===== config.mk =====
export PLATFORM = sky130hd
export DESIGN_NAME = gpio_debounce
export DESIGN_NICKNAME = d
export VERILOG_FILES = /design/src/rtl/gpio_debounce_pkg.sv /design/src/rtl/gpio_debounce_ch.sv /design/src/rtl/gpio_debounce.sv
export SDC_FILE = /design/constraint.sdc
export NUM_CORES = 1
export LEC_CHECK = 0
export ABC_CLOCK_PERIOD_IN_PS = 4100
export CORE_MARGIN = 1.5
export CORE_UTILIZATION = 30
export CTS_BUF_LIST = sky130_fd_sc_hd__clkbuf_8
export DETAILED_ROUTE_END_ITERATION = 6
export PLACE_DENSITY = 0.56
export SYNTH_ARGS = -nofsm -noshare
export SYNTH_HDL_FRONTEND = slang
export SYNTH_SLANG_ARGS = --single-unit

===== constraint.sdc =====
create_clock -name clk -period 4.1 [get_ports clk]
set_input_delay 1.23 -clock clk [delete_from_list [all_inputs] [get_ports clk]]
set_output_delay 1.23 -clock clk [all_outputs]
set_load 0.005 [all_outputs]

===== src/rtl/gpio_debounce_pkg.sv =====
// Shared constants for the GPIO debouncer: pending-event source encodings
// and the default stability window (1 ms at 100 MHz).
package gpio_pkg;

  localparam int unsigned EDGE_RISE = 0;
  localparam int unsigned EDGE_FALL = 1;
  localparam int unsigned EDGE_BOTH = 2;

  localparam int unsigned DEB_CYCLES_DEFAULT = 100000;

endpackage


===== src/rtl/gpio_debounce_ch.sv =====
// One debounced channel: 2-flop synchroniser, stability counter, level
// register and registered rise/fall pulses.
module debounce_ch #(
  parameter int unsigned DEB_CYCLES = 4,
  parameter logic        INV        = 1'b0
) (
  input  logic clk,
  input  logic reset_n,
  input  logic i_raw,
  output logic o_level,
  output logic o_rise,
  output logic o_fall
);

  localparam int unsigned CW = $clog2(DEB_CYCLES + 1);

  logic          r_meta;
  logic          r_sync;
  logic          r_level;
  logic          r_rise;
  logic          r_fall;
  logic [CW-1:0] r_cnt;
  logic          w_in;
  logic          w_diff;
  logic          w_accept;

  // Inverting ahead of the flops lets the reset value 0 mean "inactive",
  // so an active-low pin held pressed through reset is seen as a new change.
  assign w_in     = i_raw ^ INV;
  assign w_diff   = r_sync != r_level;
  assign w_accept = w_diff && (r_cnt == CW'(DEB_CYCLES - 1));

  always_ff @(posedge clk) begin
    if (!reset_n) begin
      r_meta  <= 1'b0;
      r_sync  <= 1'b0;
      r_level <= 1'b0;
      r_rise  <= 1'b0;
      r_fall  <= 1'b0;
      r_cnt   <= '0;
    end else begin
      r_meta <= w_in;
      r_sync <= r_meta;
      r_rise <= 1'b0;
      r_fall <= 1'b0;
      if (!w_diff) begin
        r_cnt <= '0;
      end else if (w_accept) begin
        r_cnt   <= '0;
        r_level <= r_sync;
        r_rise  <= r_sync;
        r_fall  <= ~r_sync;
      end else begin
        r_cnt <= r_cnt + CW'(1);
      end
    end
  end

  assign o_level = r_level;
  assign o_rise  = r_rise;
  assign o_fall  = r_fall;

endmodule


===== src/rtl/gpio_debounce.sv =====
// Multi-channel GPIO debouncer with edge-latched pending flags and a level irq.
// Pending/irq logic is built only when GPIO_DEBOUNCE_IRQ_EN is defined.
module gpio_debounce
  import gpio_pkg::*;
#(
  parameter int unsigned     N_CH       = 4,
  parameter int unsigned     DEB_CYCLES = DEB_CYCLES_DEFAULT,
  parameter logic [N_CH-1:0] INV_MASK   = '0,
  parameter int unsigned     EDGE_MODE  = EDGE_RISE
) (
  input  logic            clk,
  input  logic            reset_n,
  input  logic [N_CH-1:0] raw_in,
  output logic [N_CH-1:0] level,
  output logic [N_CH-1:0] rise,
  output logic [N_CH-1:0] fall,
  input  logic [N_CH-1:0] clr,
  input  logic [N_CH-1:0] irq_mask,
  output logic [N_CH-1:0] pending,
  output logic            irq
);

  for (genvar g = 0; g < N_CH; g++) begin : g_ch
    debounce_ch #(
      .DEB_CYCLES(DEB_CYCLES),
      .INV       (INV_MASK[g])
    ) u_ch (
      .clk    (clk),
      .reset_n(reset_n),
      .i_raw  (raw_in[g]),
      .o_level(level[g]),
      .o_rise (rise[g]),
      .o_fall (fall[g])
    );
  end

`ifdef GPIO_DEBOUNCE_IRQ_EN
  logic [N_CH-1:0] r_pending;
  logic [N_CH-1:0] w_set;
  logic            r_irq;

  always_comb begin
    w_set = rise;
    if (EDGE_MODE == EDGE_FALL)      w_set = fall;
    else if (EDGE_MODE == EDGE_BOTH) w_set = rise | fall;
  end

  // A new event wins over a simultaneous clear so no edge is ever lost.
  always_ff @(posedge clk) begin
    if (!reset_n) begin
      r_pending <= '0;
      r_irq     <= 1'b0;
    end else begin
      r_pending <= (r_pending & ~clr) | w_set;
      r_irq     <= |(r_pending & irq_mask);
    end
  end

  assign pending = r_pending;
  assign irq     = r_irq;
`else
  logic w_unused;
  assign w_unused = ^{clr, irq_mask};
  assign pending  = '0;
  assign irq      = 1'b0;
`endif

endmodule


# == Word-level counts from Yosys, hierarchy flattened ==
# Cells that the tools add are included.
# W data, S select, Z words.
# op_classes
eq_ne,8
n_bitwise,9
n_shift,0
addsub,4
n_mul,0
muxes,0
div,0
n_reduce_logical,16
order_cmp,0
# op_table
op,count
$add A17 B1 Y17 const B,4
$eq A17 B17 Y1 const B,4
$reduce_and A3 Y1,4
$reduce_or A3 Y1,4
$not A1 Y1,9
$reduce_and A2 Y1,4
$logic_and A1 B1 Y1,4
$ne A1 B1 Y1,4
# word_totals
ramBits,0
latch_bits,0
mem_bits_ro,0
mem_count,0
output_inout_bits,17
elab_cells,61
ff_bits,88

# == Depth between registers and ports, before layout ==
# Gate-level depths: netlist (run 1).
# logic_depth
word_depth,3
ltp_mapped,7
ltp_nobuf,5

# == Hierarchy ==
# From an unflattened synthesis (run 1), not the netlist that was laid out.
# hier_totals
cells_unflattened,398
hier_area_um2,3814.9
# by_module_without_submodules
mod,area_per_inst_um2,cells_each,n_inst,seq_area_each_um2
debounce_ch,943.4,98,4,440.4
gpio_debounce,41.3,6,1,0.0

# == Worst setup path after synthesis (run 1) ==
# Ideal clock, no wire load.
# synth_timing
path_type,input to register
start,in reset_n
end,reg g_ch[3].u_ch.r_cnt[11]
required_time_ns,4.036
cell_stages,5
path_slack_ns,2.190
arrival_ns,1.846
n_path_buf,2
setup_ns,0.064
cell_sequence,buf_6 > nand2_1 > a21o_1 > buf_4 > nor2_1
# synth_via
elab_chain_cells,2
# synth_lines
element,line_no,rtl
from (decl),gpio_debounce.sv:12,"input logic reset_n,"
$not A1 Y1 (no source line),n/a,
$reduce_or A3 Y1 (no source line),n/a,
to (signal assigned),gpio_debounce_ch.sv:54,r_cnt <= r_cnt + CW'(1);
to (decl),gpio_debounce_ch.sv:22,logic [CW-1:0] r_cnt;
# Every way passes these cells.
# A chain may end at the register's enable or synchronous reset.

# == Final worst setup path (run 1) ==
# layout_timing
start,in reset_n
end,reg g_ch[0].u_ch.r_cnt[11]
# layout_via
elab_chain_cells,2
# layout_lines
element,line_no
$not A1 Y1 (no source line),n/a
$reduce_or A3 Y1 (no source line),n/a
to (signal assigned),gpio_debounce_ch.sv:54
to (decl),gpio_debounce_ch.sv:22
# Every way passes these cells.

==> flow_metrics.tcl, run 1 <==
set metrics [dict create \
    status "finished clean" \
    top_usage_layer "met2" \
    dpl.hpwl_um 4690 \
    synth-edff-count 0 \
    p_clk_frac 0.419 \
    num-fill-cells 1312 \
    yosysTopAreaCell "dfxtp_1" \
    yosysTopAreaCellShare 0.458 \
    dp_slack_ps 988 \
    synth_common_cells "dfxtp_1 (88), nor2_1 (74), xnor2_1 (30)" \
    slowest_stage "clkdlybuf4s50_1" \
    required_ps 4380 \
    ys.flop_type "dfxtp_1" \
    fin_setup_tns_ps 0 \
    finalHoldViolations 0 \
    cts-root-buf "clkbuf_8" \
    cts_tree "yes" \
    diodes 0 \
    vias_per_cell 4.55 \
    grt.total_usage 0.109 \
    path_max_fanout 17 \
    cp-start-kind "primary input" \
    drc 0 \
    antenna_found_initial 0 \
    start_util 0.306 \
    period_share 0.648 \
    ys_top_cells_by_area "dfxtp_1 (46%), nor2_1 (7.2%), xnor2_1 (6.8%)" \
    fp.dieH_um 116 \
    io_buffers 17 \
    vdd_drop_max_mv 0.186 \
    cts_max_level 3 \
    hp-class "reg -> reg" \
    cts_sinks 88 \
    clock-skew-final_ps 10.3 \
    maxSlewViolCount 0 \
    syn_area_mm2 0.00385 \
    setup_slack_ps 1440 \
    grtUsageMet2 0.181 \
    grt_pass1_vias 2630 \
    yosysMostFrequentCell "dfxtp_1" \
    synthToLayoutAreaGrowth_pct 10.8 \
    crit_buf_inv 1 \
    worstPathArrival_ps 2940 \
    intPower_uw 1210 \
    cts_buffers 9 \
    grt_overflow 0 \
    power.leakage_uw 0.00133 \
    detail_route.iter0.violations 75 \
    ys_ff_latch 88 \
    power_frac_seq 0.568 \
    path_cells "clkdlybuf4s50_1 > nand3_1 > nor2_1" \
    power_switching_uw 313 \
    met1_usage 0.131 \
    hold_start "g_ch[3].u_ch.r_meta$_SDFF_PN0_" \
    use_met3 0.0436 \
    final_util 0.339 \
    ctsHoldBuffers 0 \
    cts_buffer_depth 2 \
    wl_um 6660 \
    reg2reg_to "g_ch[0].u_ch.r_cnt[11]$_SDFF_PP0_" \
    end_kind "flop" \
    drv_cap 0 \
    layout-drive-gt1-share 0.0463 \
    r2r_cells 5 \
    grt_max_degree 18 \
    cts.clk_slew.worst_paths_ps 90 \
    syn-instance-count 424 \
    post_cts_buffers 0 \
    yosysWarnings 0 \
    nets 445 \
    cts_resized 0 \
    antenna_left 0 \
    wl_per_cell_um 11.0 \
    core_area_mm2 0.0126 \
    reg2reg_from "g_ch[0].u_ch.r_cnt[0]$_SDFF_PP0_" \
    max_slew_margin 0.516 \
    ios 31 \
    ys_types 38 \
    via_count 2749 \
    die-area_mm2 0.0135 \
    path_class "in -> reg" \
    clk_latency_ps 360 \
    power.density_mw_per_mm2 356 \
    netSwitchingFraction 0.206 \
    hold_end "g_ch[3].u_ch.r_sync$_SDFF_PN0_" \
    critPathTopFamily "simple AND/OR/NAND/NOR gates" \
    slowest_delay_ps 830 \
    post_synth.cell_area_avg_um2 9.08 \
    worst-r2r-setup-slack_ps 2280 \
    dr.pass1.iters 4 \
    hold_depth 1 \
    yosysSeqAreaShare 0.458 \
    async_flop_share 0 \
    worst_pin_slew_ps 724 \
    timing.final.crit_period_ps 2660 \
    fp.dieW_um 116 \
    fmax_mhz 377 \
    gp_congestion 0.767 \
    grt_pass1_wl_um 11700 \
    rsz0062_at_grt "no" \
    combPwrFrac 0.014 \
    rows 41 \
    setup_viol 0 \
]
[worst max path at each step]
stage / start / endpoint / slack [ps] / cells after the start
final: reset_n / g_ch[0].u_ch.r_cnt[11]$_SDFF_PP0_ / 1440 / 3
after global placement: reset_n / g_ch[0].u_ch.r_cnt[1]$_SDFF_PP0_ / 1070 / 3
after CTS: reset_n / g_ch[0].u_ch.r_cnt[11]$_SDFF_PP0_ / 1380 / 3
after global routing: reset_n / g_ch[0].u_ch.r_cnt[11]$_SDFF_PP0_ / 1210 / 3
after detailed placement: reset_n / g_ch[0].u_ch.r_cnt[11]$_SDFF_PP0_ / 990 / 3
after floorplan: reset_n / g_ch[3].u_ch.r_cnt[11]$_SDFF_PP0_ / 2190 / 5
[stage by stage]
step	area [um2]	hold slack (ps)	std cells	power, uW
floorplan	3860	412	428	899
global placement	4050	420	588	903
detailed placement	4050	423	588	904
CTS	4270	444	604	1550
global route	4270	456	604	1590
finish	4270	439	604	1520
[cell families after synthesis]
kind of cell,count (synthesis),synth area share
compound gates,12,0.0205
xor+xnor,59,0.134
other cells,1,0.000974
mux,3,0.00780
simple gates,219,0.306
flops,88,0.458
buf+inv,38,0.0598
fa+ha+maj,4,0.0130
[power groups by stage]
stage / Combinational [uW] / Clock (uW) / Sequential (uW)
3_5_place_dp: 21.7 / 0 / 882
2_1_floorplan: 18.0 / 0 / 881
4_1_cts: 21.9 / 662 / 862
5_1_grt: 24.6 / 698 / 863
3_3_place_gp: 21.4 / 0 / 882
6_report: 21.1 / 635 / 862
[per-layer routing]
layer | wire, um | part of all wire
met5 | 0 | 0
met4 | 87 | 0.013
met3 | 250 | 0.038
met2 | 3080 | 0.46
met1 | 3240 | 0.49
[cells in the final DEF (no fill, tap or decap), types with 3 or more instances in the layout]
master	instances
nand4_1	26
nor4_1	11
ha_1	4
and3_1	6
and4_1	10
dfxtp_1	88
nor4bb_1	6
clkdlybuf4s50_1	17
clkbuf_8	9
clkinv_2	3
conb_1	5
nor3b_1	5
or3_1	3
xnor2_1	30
nor4b_1	5
nand2_1	20
inv_1	10
xor2_1	29
mux2i_1	3
nor3_1	10
a21oi_1	4
and2_1	10
nand3_1	24
nor2_1	74
[registers in the layout (all words and copies together) (netlist names)]
| signal | count |
|---|---|
| g_ch.u_ch.r_meta | 4 |
| g_ch.u_ch.r_cnt | 68 |
| g_ch.u_ch.o_rise | 4 |
| g_ch.u_ch.o_fall | 4 |
| g_ch.u_ch.o_level | 4 |
| g_ch.u_ch.r_sync | 4 |
[cell type report]
| cell class | count | area (um2) | area share |
|---|---|---|---|
| multi-input combinational | 302 | 1870 | 0.439 |
| timing repair buffer | 17 | 170 | 0.0399 |
| tap | 172 | 215 | 0.0505 |
| sequential | 88 | 1760 | 0.413 |
| clock buffer | 9 | 124 | 0.0290 |
| clock inverter | 7 | 87.6 | 0.0205 |
| inverter | 9 | 33.8 | 0.00792 |
Note: power is estimated with default switching activity, not from simulation.
==> run 2, diff against run 1 <==
ABC_CLOCK_PERIOD_IN_PS = 2200   (was 4100)
PLACE_DENSITY = 0.57   (was 0.56)
clock period = 2.2 ns   (was 4.1 ns; I/O delays follow)
==> run 2 against run 1 <==
  * Sequential cell count is the same
  * Die area is the same
  * Sequential power grew 87%
  * Register-to-register slack lost 1800 ps
  * Non-clock buffer count grew 5
  * Total power grew 80%
  * Design area grew 0.62%
  * Clock skew shrank 2.6 ps
  * Highest routed layer unchanged
==> flow_metrics.tcl, run 2 (synthesis results as in run 1) <==
set metrics [dict create \
    cts_resized 0 \
    met2_length_um 3120 \
    p_clk_frac 0.396 \
    dpl.hpwl_um 4750 \
    synthToLayoutAreaGrowth_pct 11.5 \
    antenna_left 0 \
    layout-drive-gt1-share 0.0528 \
    worstPathArrival_ps 1290 \
    fp.dieW_um 116 \
    wl_per_cell_um 11.1 \
    cp-start-kind "flop" \
    vdd_drop_max_mv 0.301 \
    critPathTopFamily "buffers and inverters" \
    ctsHoldBuffers 0 \
    timing.final.crit_period_ps 1950 \
    final_common_cell "dfxtp_1" \
    grt.total_usage 0.113 \
    cts_sinks 88 \
    drv_cap 0 \
    clock-skew-final_ps 7.68 \
    grt_overflow 0 \
    dr.pass1.iters 7 \
    required_ps 1540 \
    regMostFlops "g_ch.u_ch.r_cnt" \
    holdWs_ps 440 \
    fin_setup_tns_ps 0 \
    final_util 0.341 \
    path_depth 1 \
    status "finished clean" \
    worst_pin_slew_ps 726 \
    finalHoldViolations 0 \
    rows 41 \
    path_cells "clkdlybuf4s50_1" \
    wl_met1_um 3350 \
    largest_reg_flops 68 \
    via_count 2741 \
    placed_cells_incl_taps 593 \
    power_switching_uw 573 \
    maxSlewViolCount 0 \
    slowest_stage "clkdlybuf4s50_1" \
    fmax_mhz 512 \
    nets 450 \
    finalNonFillerCells 608 \
    antenna_found_initial 0 \
    power_frac_seq 0.588 \
    grt_pass1_wl_um 12000 \
    start_util 0.306 \
    clk_latency_ps 360 \
    wl_um 6780 \
    worst-r2r-setup-slack_ps 480 \
    netSwitchingFraction 0.210 \
    max_slew_margin 0.515 \
    gp_congestion 0.791 \
    cts_buffer_depth 2 \
    path_class "reg -> out" \
    intPower_uw 2160 \
    end_kind "output pin" \
    r2r_cells 5 \
    die-area_mm2 0.0135 \
    hp-class "reg -> reg" \
    core_area_mm2 0.0126 \
    route.met3.wl_um 230 \
    ios 31 \
    setup_viol 0 \
    hold_depth 1 \
    slowest_delay_ps 540 \
    crit_buf_inv 1 \
    io_buffers 17 \
    cts_max_level 3 \
    cts-root-buf "clkbuf_8" \
    cts_tree "yes" \
    post_cts_buffers 0 \
    grt_pass1_vias 2648 \
    rsz0062_at_grt "no" \
    period_share 0.888 \
    path_max_fanout 5 \
    detail_route.iter0.violations 120 \
    power.leakage_uw 0.00135 \
    combPwrFrac 0.016 \
    cts_buffers 9 \
    drc 0 \
    grt_max_degree 18 \
    power.density_mw_per_mm2 637 \
    top_layer_used "met4" \
    cts.clk_slew.worst_paths_ps 80 \
    vias_per_cell 4.51 \
    diodes 0 \
    mostFrequentLayoutCells "dfxtp_1 (88), nor2_1 (74), xnor2_1 (30)" \
    fp.dieH_um 116 \
]
run 2: worst paths after layout:
kind	from	end
max	g_ch[0].u_ch.o_level$_SDFFE_PN0P_	level[0]
min	g_ch[2].u_ch.r_meta$_SDFF_PN0_	g_ch[2].u_ch.r_sync$_SDFF_PN0_
max reg2reg	g_ch[1].u_ch.r_cnt[0]$_SDFF_PP0_	g_ch[1].u_ch.r_cnt[16]$_SDFF_PP0_
min reg2reg	g_ch[2].u_ch.r_meta$_SDFF_PN0_	g_ch[2].u_ch.r_sync$_SDFF_PN0_
run 2: cell type report:
type | instances | area, um2
fill | 1306 | 8280
multi-input combinational | 302 | 1870
sequential | 88 | 1760
timing repair buffer | 22 | 220
tap | 172 | 215
clock buffer | 10 | 138
clock inverter | 5 | 50.0
inverter | 9 | 33.8
run 2: layer usage:
layer  up-vias  track usage
li1       1450            -
met1      1250        0.140
met3         6       0.0363
met4         0       0.0439
met5         -            0
met2        35        0.182
run 2: metrics by stage:
step | setup slack, ps | power (uW) | instance area, um2
after CTS | 219 | 2790 | 4290
after global placement | 160 | 1690 | 4100
after global routing | 172 | 2860 | 4290
final | 247 | 2730 | 4290
after floorplan | 644 | 1680 | 3860
after detailed placement | 132 | 1690 | 4100
run 2: power groups by stage:
stage | registers [uW] | clock network [uW] | logic, uW
CTS | 1610 | 1140 | 46.4
global placement | 1640 | 0 | 45.6
global route | 1610 | 1200 | 52.4
detailed placement | 1640 | 0 | 45.9
finish | 1610 | 1080 | 45.1
floorplan | 1640 | 0 | 33.5
==> run 3, diff against run 2 <==
SYNTH_HIERARCHICAL = 1   (was unset)
==> run 3 against run 2 <==
  * Die area decreased by 0.89%
  * Area after synthesis decreased by 0.91%
  * Synthesized cell count fell by 6.1%
  * First-iteration DRC count increased by 33%
  * Critical path depth stayed put
  * Non-clock buffer count is 1 lower
  * Hold slack lost 2.1 ps
  * Sequential power about the same
  * Routed wire length up 0.37%
  * Largest cell class unchanged
==> flow_metrics.tcl, run 3 <==
set metrics [dict create \
    grt_overflow 0 \
    ys_ff_latch 88 \
    required_ps 1540 \
    ys_top_cells_by_area "dfxtp_1 (46%), xor2_1 (8.3%), nor2_1 (6.7%)" \
    final_common_cell "dfxtp_1" \
    grt_pass1_wl_um 11800 \
    vdd_drop_max_mv 0.259 \
    grt_max_degree 17 \
    grt.total_usage 0.113 \
    mostFrequentLayoutCells "dfxtp_1 (88), nor2_1 (68), xor2_1 (36), nand4_1 (36), xnor2_1 (24)" \
    ys.flop_type "dfxtp_1" \
    die-area_mm2 0.0134 \
    ys_types 27 \
    wl_um 6800 \
    reg2reg_from "g_ch[1].u_ch/r_cnt[0]$_SDFF_PP0_" \
    top_layer_used "met4" \
    maxSlewViolCount 0 \
    start_util 0.305 \
    setup_viol 0 \
    dpl_cell_area_mm2 0.00413 \
    yosysTopAreaCell "dfxtp_1" \
    cts-root-buf "clkbuf_8" \
    antenna_left 0 \
    post_cts_buffers 0 \
    drc 0 \
    crit_buf_inv 1 \
    status "finished clean" \
    clk_latency_ps 360 \
    path_cells "clkdlybuf4s50_1" \
    cp-start-kind "flop" \
    fin_area_mm2 0.00436 \
    end_kind "output pin" \
    worstPathArrival_ps 1270 \
    hp-class "reg -> reg" \
    cts_buffer_depth 2 \
    clock-skew-final_ps 5.35 \
    yosysWarnings 6 \
    cts_resized 0 \
    core_area_mm2 0.0125 \
    cts_buffers 9 \
    cts_max_level 3 \
    wl_met1_um 3320 \
    setup_slack_ps 272 \
    synth-edff-count 0 \
    slowest_delay_ps 520 \
    timing.final.crit_period_ps 1930 \
    ios 31 \
    finalPower_uw 2900 \
    via_count 2824 \
    fp.dieH_um 116 \
    cts_tree "yes" \
    drv_cap 0 \
    rows 41 \
    hold_start "g_ch[2].u_ch/r_meta$_SDFF_PN0_" \
    route.met3.wl_um 263 \
    dp_slack_ps 208 \
    cp-startpoint "g_ch[3].u_ch/o_level$_SDFFE_PN0P_" \
    fmax_mhz 519 \
    slowest_stage "clkdlybuf4s50_1" \
    rsz0062_at_grt "no" \
    met2_length_um 3090 \
    dpl.hpwl_um 4790 \
    critPathTopFamily "buffers and inverters" \
    synth_common_cells "dfxtp_1 (88), nor2_1 (68), nand4_1 (36), xor2_1 (36), xnor2_1 (24)" \
    finalHoldViolations 0 \
    async_flop_share 0 \
    yosysTopAreaCellShare 0.462 \
    cts.clk_slew.worst_paths_ps 80 \
    largest_reg_flops 68 \
    antenna_found_initial 0 \
    gp_congestion 0.761 \
    yosysSeqAreaShare 0.462 \
    diodes 0 \
    vias_per_cell 4.72 \
    ctsHoldBuffers 0 \
    post_synth.cell_area_avg_um2 9.59 \
    detail_route.iter0.violations 159 \
    nets 439 \
    path_max_fanout 3 \
    fin_setup_tns_ps 0 \
    syn_area_mm2 0.00381 \
    grt_pass1_vias 2526 \
    power.density_mw_per_mm2 665 \
    path_class "reg -> out" \
    regMostFlops "g_ch.u_ch/r_cnt" \
    cts_sinks 88 \
    layout-drive-gt1-share 0.103 \
    fp.dieW_um 116 \
    wl_per_cell_um 11.4 \
    period_share 0.876 \
    yosysMostFrequentCell "dfxtp_1" \
    synthToLayoutAreaGrowth_pct 14.4 \
    io_buffers 17 \
    dr.pass1.iters 4 \
    power.leakage_uw 0.00140 \
    syn-instance-count 398 \
]
## run 3: report_power, final
group	leakage, uW	internal (uW)	total, uW	switching (uW)
clock	0.000109	673	1250	576
combinational	0.000579	18.7	44.6	25.9
sequential	0.000710	1600	1610	7.38
## run 3: cell families after synthesis
group | synth area share
flops | 0.462
buf+inv | 0.0374
other cells | 0.000983
fa+ha+maj | 0.0131
compound gates | 0.0171
xor+xnor | 0.138
mux | 0.0105
simple gates | 0.321
## run 3: final cells by class
class / count / area, um2
clock buffer: 10 / 138
clock inverter: 6 / 92.6
fill: 1307 / 8150
inverter: 8 / 30.0
multi-input combinational: 293 / 1930
sequential: 88 / 1760
tap: 172 / 215
timing repair buffer: 21 / 200
## run 3: worst paths after layout
path                                                          to  slack (ps)  cells past startpoint
worst min register to register    g_ch[2].u_ch/r_sync$_SDFF_PN0_         440                      1
worst min-delay path              g_ch[2].u_ch/r_sync$_SDFF_PN0_         440                      1
worst max-delay path                                    level[3]         270                      1
worst max register to register  g_ch[1].u_ch/r_cnt[3]$_SDFF_PP0_         480                      5
## run 3: stage by stage
stage | std cells | hold WS, ps | utilization
after floorplan | 402 | 412 | -
after global placement | 582 | 416 | 0.330
after detailed placement | 582 | 423 | 0.330
after CTS | 598 | 443 | 0.349
after global routing | 598 | 448 | 0.349
final | 598 | 438 | 0.349
## run 3: routing by layer
metal	vias to the layer above	track usage
li1	1436	-
met3	10	0.0408
met2	43	0.176
met5	-	0
met4	0	0.0488
met1	1335	0.141
